===== config.mk =====
export PLATFORM = sky130hd
export DESIGN_NAME = shift_pipe_stage
export DESIGN_NICKNAME = d
export VERILOG_FILES = /design/src/rtl/shift_pipe_stage_pkg.sv /design/src/rtl/shifter_32.sv /design/src/rtl/shift_pipe_stage.sv
export SDC_FILE = /design/constraint.sdc
export NUM_CORES = 1
export LEC_CHECK = 0
export ABC_AREA = 1
export CAP_MARGIN = 20
export CORE_ASPECT_RATIO = 0.6
export CORE_MARGIN = 2
export CORE_UTILIZATION = 55
export DETAILED_ROUTE_END_ITERATION = 7
export PLACE_DENSITY = 0.79
export SLEW_MARGIN = 20
export SYNTH_ARGS = -nofsm -noshare
export SYNTH_HDL_FRONTEND = slang
export SYNTH_SLANG_ARGS = --single-unit

===== constraint.sdc =====
create_clock -name clk -period 2.7 [get_ports clk]
set_input_delay 0.27 -clock clk [delete_from_list [all_inputs] [get_ports clk]]
set_output_delay 0.27 -clock clk [all_outputs]
set_load 0.02 [all_outputs]

===== src/rtl/shift_pipe_stage_pkg.sv =====
// Shared constants and types for the registered shifter stage.
package shift_pipe_stage_pkg;
  localparam int DATA_W  = 32;
  localparam int SHAMT_W = 5;

  localparam logic [1:0] SH_LL0 = 2'b00;
  localparam logic [1:0] SH_LL  = 2'b01;
  localparam logic [1:0] SH_LR  = 2'b10;
  localparam logic [1:0] SH_AR  = 2'b11;

  typedef struct packed {
    logic [DATA_W-1:0]  a;
    logic [SHAMT_W-1:0] b;
    logic [1:0]         c;
  } shift_req_t;
endpackage


===== src/rtl/shifter_32.sv =====
// Combinational 32-bit shifter core: logical left, logical right, arithmetic right.
import shift_pipe_stage_pkg::*;

module shifter_32 (
  input  logic [DATA_W-1:0]  a,
  input  logic [SHAMT_W-1:0] b,
  input  logic [1:0]         c,
  output logic [DATA_W-1:0]  z
);
  always_comb begin
    z = a << b;
    case (c)
      SH_LL0, SH_LL: z = a << b;
      SH_LR:         z = a >> b;
      SH_AR:         z = $signed(a) >>> b;
      default:       z = a << b;
    endcase
  end
endmodule


===== src/rtl/shift_pipe_stage.sv =====
// Two-stage valid/ready wrapper around shifter_32 (operand reg, result reg).
// SHIFT_PIPE_ROTATE_EN turns type 00 into rotate-left; otherwise 00 is a logical left.
import shift_pipe_stage_pkg::*;

module shift_pipe_stage #(
  parameter int DATA_W  = shift_pipe_stage_pkg::DATA_W,
  parameter int SHAMT_W = shift_pipe_stage_pkg::SHAMT_W
) (
  input  logic               clk,
  input  logic               rst,
  input  logic               in_valid,
  output logic               in_ready,
  input  logic [DATA_W-1:0]  in_a,
  input  logic [SHAMT_W-1:0] in_b,
  input  logic [1:0]         in_c,
  output logic               out_valid,
  input  logic               out_ready,
  output logic [DATA_W-1:0]  out_z,
  output logic [1:0]         out_c,
  output logic               out_zero
);
  // vld_pipe[1] = stage 1 holds an op, vld_pipe[2] = result register holds one
  logic [2:1]        vld_pipe;
  shift_req_t        s1;
  logic [DATA_W-1:0] core_z;
  logic [DATA_W-1:0] res;
  logic              s2_adv, s1_adv, in_fire, out_fire;

  assign s2_adv    = !vld_pipe[2] || out_ready;
  assign s1_adv    = vld_pipe[1] && s2_adv;
  assign in_ready  = !vld_pipe[1] || s2_adv;
  assign in_fire   = in_valid && in_ready;
  assign out_valid = vld_pipe[2];
  assign out_fire  = vld_pipe[2] && out_ready;

  shifter_32 u_core (
    .a (s1.a),
    .b (s1.b),
    .c (s1.c),
    .z (core_z)
  );

`ifdef SHIFT_PIPE_ROTATE_EN
  logic [SHAMT_W:0]  rot_rsh;
  logic [DATA_W-1:0] rot_z;

  // A right shift by DATA_W yields zero, so b = 0 falls out as a pass-through.
  assign rot_rsh = (SHAMT_W+1)'(DATA_W) - {1'b0, s1.b};
  assign rot_z   = (s1.a << s1.b) | (s1.a >> rot_rsh);
  assign res     = (s1.c == SH_LL0) ? rot_z : core_z;
`else
  assign res     = core_z;
`endif

  always_ff @(posedge clk or posedge rst) begin
    if (rst) begin
      vld_pipe <= '0;
      s1       <= '0;
      out_z    <= '0;
      out_c    <= '0;
      out_zero <= 1'b0;
    end else begin
      if (in_fire) begin
        s1          <= '{a: in_a, b: in_b, c: in_c};
        vld_pipe[1] <= 1'b1;
      end else if (s1_adv) begin
        vld_pipe[1] <= 1'b0;
      end

      if (s1_adv) begin
        out_z       <= res;
        out_c       <= s1.c;
        out_zero    <= (res == '0);
        vld_pipe[2] <= 1'b1;
      end else if (out_fire) begin
        vld_pipe[2] <= 1'b0;
      end
    end
  end
endmodule

==> flow_summary.toml <==
[sta]
hold_ws_ns = 0.385
finalClockSkew_ns = 0.00638
relSlewSlack = 0.449
finalHoldViolCount = 0
post-route-min-period_ns = 2.50
finalMaxSlewViolations = 0
fmax_mhz = 399
tns_ns = 0
rsz0062_at_grt = "no"
tightest_slew_ns = 0.824
finalSetupViolCount = 0
post-route-period-util = 0.928

[run_status]
status = "finished, final reports clean"

[final_layout]
nNetsFinal = 1111
drive_gt1_frac = 0.113
insertedDiodeCount = 0
fillCellCount = 1045
finalInstanceArea_um2 = 7750
syn2layout_area_growth_pct = 19.3
postLayoutCoreUtil = 0.679

[setup_path]
crit_type = "register to register"
worstReg2RegEnd = "out_zero"
r2r_setup_slack_ns = 0.20
rr_startpoint = "s1[2]"
start_kind = "register"
worstPathMaxFanout = 16
reg2reg_depth = 16
crit_path_end_kind = "register"
worstPathArrival_ns = 2.78
critPathRequiredTime_ns = 2.98

[routing]
via_per_inst = 6.18
remaining_drc_errors = 0
ant_nets = 0
drt-pass1-iter-count = 6
via_count = 7622
wire_per_inst_um = 19.1
wl_um = 23500
drt_iter0_drc = 1215

[global_route]
grt_max_degree = 66
gr-total-overflow = 0
grt_pass1_wl_um = 36800
grtUsageTotal = 0.381
grt_pass1_vias = 6742
antenna_found_initial = 0

[clocking]
cts_buffers = 9
clkLatencyLatePin_ns = 0.34
htreeDepth = 3
ctsHoldBuffers = 0
cts.reportedPaths.clkPinSlew_ns = 0.07
clk_path_buf_depth = 2
cts-root-buf = "clkbuf_16"
cts_tree = "built"
clock_sinks = 76

[die]
die_h_um = 88.2
io_pins = 80
dieArea_um2 = 12700
core_um2 = 11400
initial_core_util = 0.569
die_w_um = 144
std_cell_rows = 30

[placed_design]
gp_congestion = 1.12
placedInstanceArea_um2 = 7440
hpwl_um = 18200
port_buffers = 79

[power_and_ir_drop]
p_per_area_nw_per_um2 = 844
leakage_nw = 3.71
ir_worst_vdd_uv = 503

[synth]
avgSynthCellArea_um2 = 6.40
synth_nets = 1058
synth_seq_cells = 76
netlist_instances = 1015
synth_area_um2 = 6500
ys_types = 29
synth_warnings = 0
seq_area_frac_synth = 0.293

[worst_hold_path]
hp-class = "input port to asynchronous set/reset pin"

[job]
max-cap-violations = 0
[synthesized netlist by cell type]
cell type / instances / area, um^2
a21boi_0: 1 / 7.51
a21boi_1: 1 / 7.51
a21oi_1: 38 / 190
a21oi_2: 5 / 43.8
a31oi_1: 3 / 18.8
buf_1: 13 / 48.8
buf_12: 1 / 20.0
buf_2: 18 / 90.1
buf_4: 6 / 45.0
buf_6: 5 / 56.3
clkbuf_1: 24 / 90.1
clkinv_1: 3 / 11.3
dfrtp_1: 76 / 1900
inv_1: 16 / 60.1
inv_2: 1 / 3.75
inv_4: 1 / 6.26
mux2_2: 31 / 349
nand2_1: 320 / 1200
nand2_2: 12 / 75.1
nand2_4: 9 / 101
nand3_1: 322 / 1610
nand3_2: 12 / 120
nand3b_1: 2 / 15.0
nand4_1: 5 / 31.3
nor2_1: 52 / 195
nor3_1: 1 / 5.00
o211ai_1: 2 / 15.0
o21ai_0: 32 / 160
o21ai_1: 3 / 15.0
[critical path, cell delays in order, from the launching register on]
cell and delay, ns:
dfrtp_1 0.42, buf_4 0.22, nand2_1 0.17, nand3_1 0.26, nand3_1 0.19, nand2_1 0.08
nand2_1 0.06, nand2_1 0.07, nand2_1 0.09, o21ai_1 0.10, nand2_1 0.09, nand2_1 0.15
nor2_1 0.20, nand3_1 0.10, nor2_1 0.12, nand2_1 0.06, nand2_1 0.06
[registers in the layout (all words and copies together) (netlist names)]
| register | flops |
|---|---|
| out_z | 32 |
| out_zero | 1 |
| vld_pipe | 2 |
| s1 | 39 |
| out_c | 2 |
[metrics by stage]
stage,setup slack [ns],power [mW],std cells
finish,0.195,6.54,1233
global route,0.0513,6.92,1233
floorplan,0.492,3.91,1015
CTS,0.329,6.42,1233
global placement,0.243,5.14,1217
detailed placement,0.341,5.16,1217
[power by group]
part           internal (mW)  total (mW)  leakage (nW)  switching (mW)
logic                   1.28        3.61          2.65            2.33
registers               1.44        1.67         0.908           0.230
clock network          0.731        1.26         0.152           0.530
total                   3.45        6.54          3.71            3.09
[placed cells by master (no fill, tap or decap)]
cell,n
a31oi_1,3
inv_4,1
bufinv_16,1
nand3_1,322
inv_1,14
a21oi_1,38
o21ai_0,32
o21ai_1,3
inv_8,1
clkinv_4,2
buf_4,24
dfrtp_2,2
inv_2,2
o211ai_1,2
nand2_4,9
nand2_1,319
nand4_1,5
clkinv_1,4
nand2_2,13
a21oi_2,5
clkbuf_16,9
nor2_1,52
a21boi_1,2
nor3_1,1
nand3b_1,2
nand3_2,12
buf_12,6
dfrtp_1,74
inv_6,2
clkdlybuf4s50_1,79
clkinv_2,1
mux2_2,31
[routing by layer]
layer  vias to the layer above  global-route usage  share of wire
met4                         0              0.0644          0.014
met1                      3485               0.568           0.45
met3                        42               0.154           0.15
met2                       531               0.522           0.39
li1                       3564                   -              -
met5                         -                   0              0
[worst max-delay path by stage]
stage / endpoint / startpoint / slack (ns)
after floorplan: out_c[0] / rst / 0.49
after global placement: out_z[28] / s1[2] / 0.24
after detailed placement: out_z[28] / s1[2] / 0.34
after CTS: out_zero / s1[2] / 0.33
after global routing: out_zero / s1[2] / 0.05
final: out_zero / s1[2] / 0.20
[final cells by class]
type,instances,area [um^2],share of cell area
clock buffer,9,225,0.0291
sequential,76,1900,0.246
timing repair buffer,109,1090,0.141
inverter,21,81.3,0.0105
clock inverter,7,81.3,0.0105
multi-input combinational,851,4170,0.538
tap,160,200,0.0258
[logic make-up (layout without fill, tap and decap cells)]
| logic type | after synthesis | in the layout | synth area share |
|---|---|---|---|
| AND/OR/NAND/NOR | 735 | 735 | 0.517 |
| buffers and inverters | 88 | 146 | 0.0664 |
| AO/OA/AOI/OAI | 85 | 85 | 0.0705 |
| flip-flops | 76 | 76 | 0.293 |
| multiplexers | 31 | 31 | 0.0537 |
[what timing repair did]
item                       in CTS  in global routing
resized for setup               0                  1
buffers inserted                0                  0
setup endpoints to repair       0                  1
No activity file was read; power rests on OpenSTA's default activity.
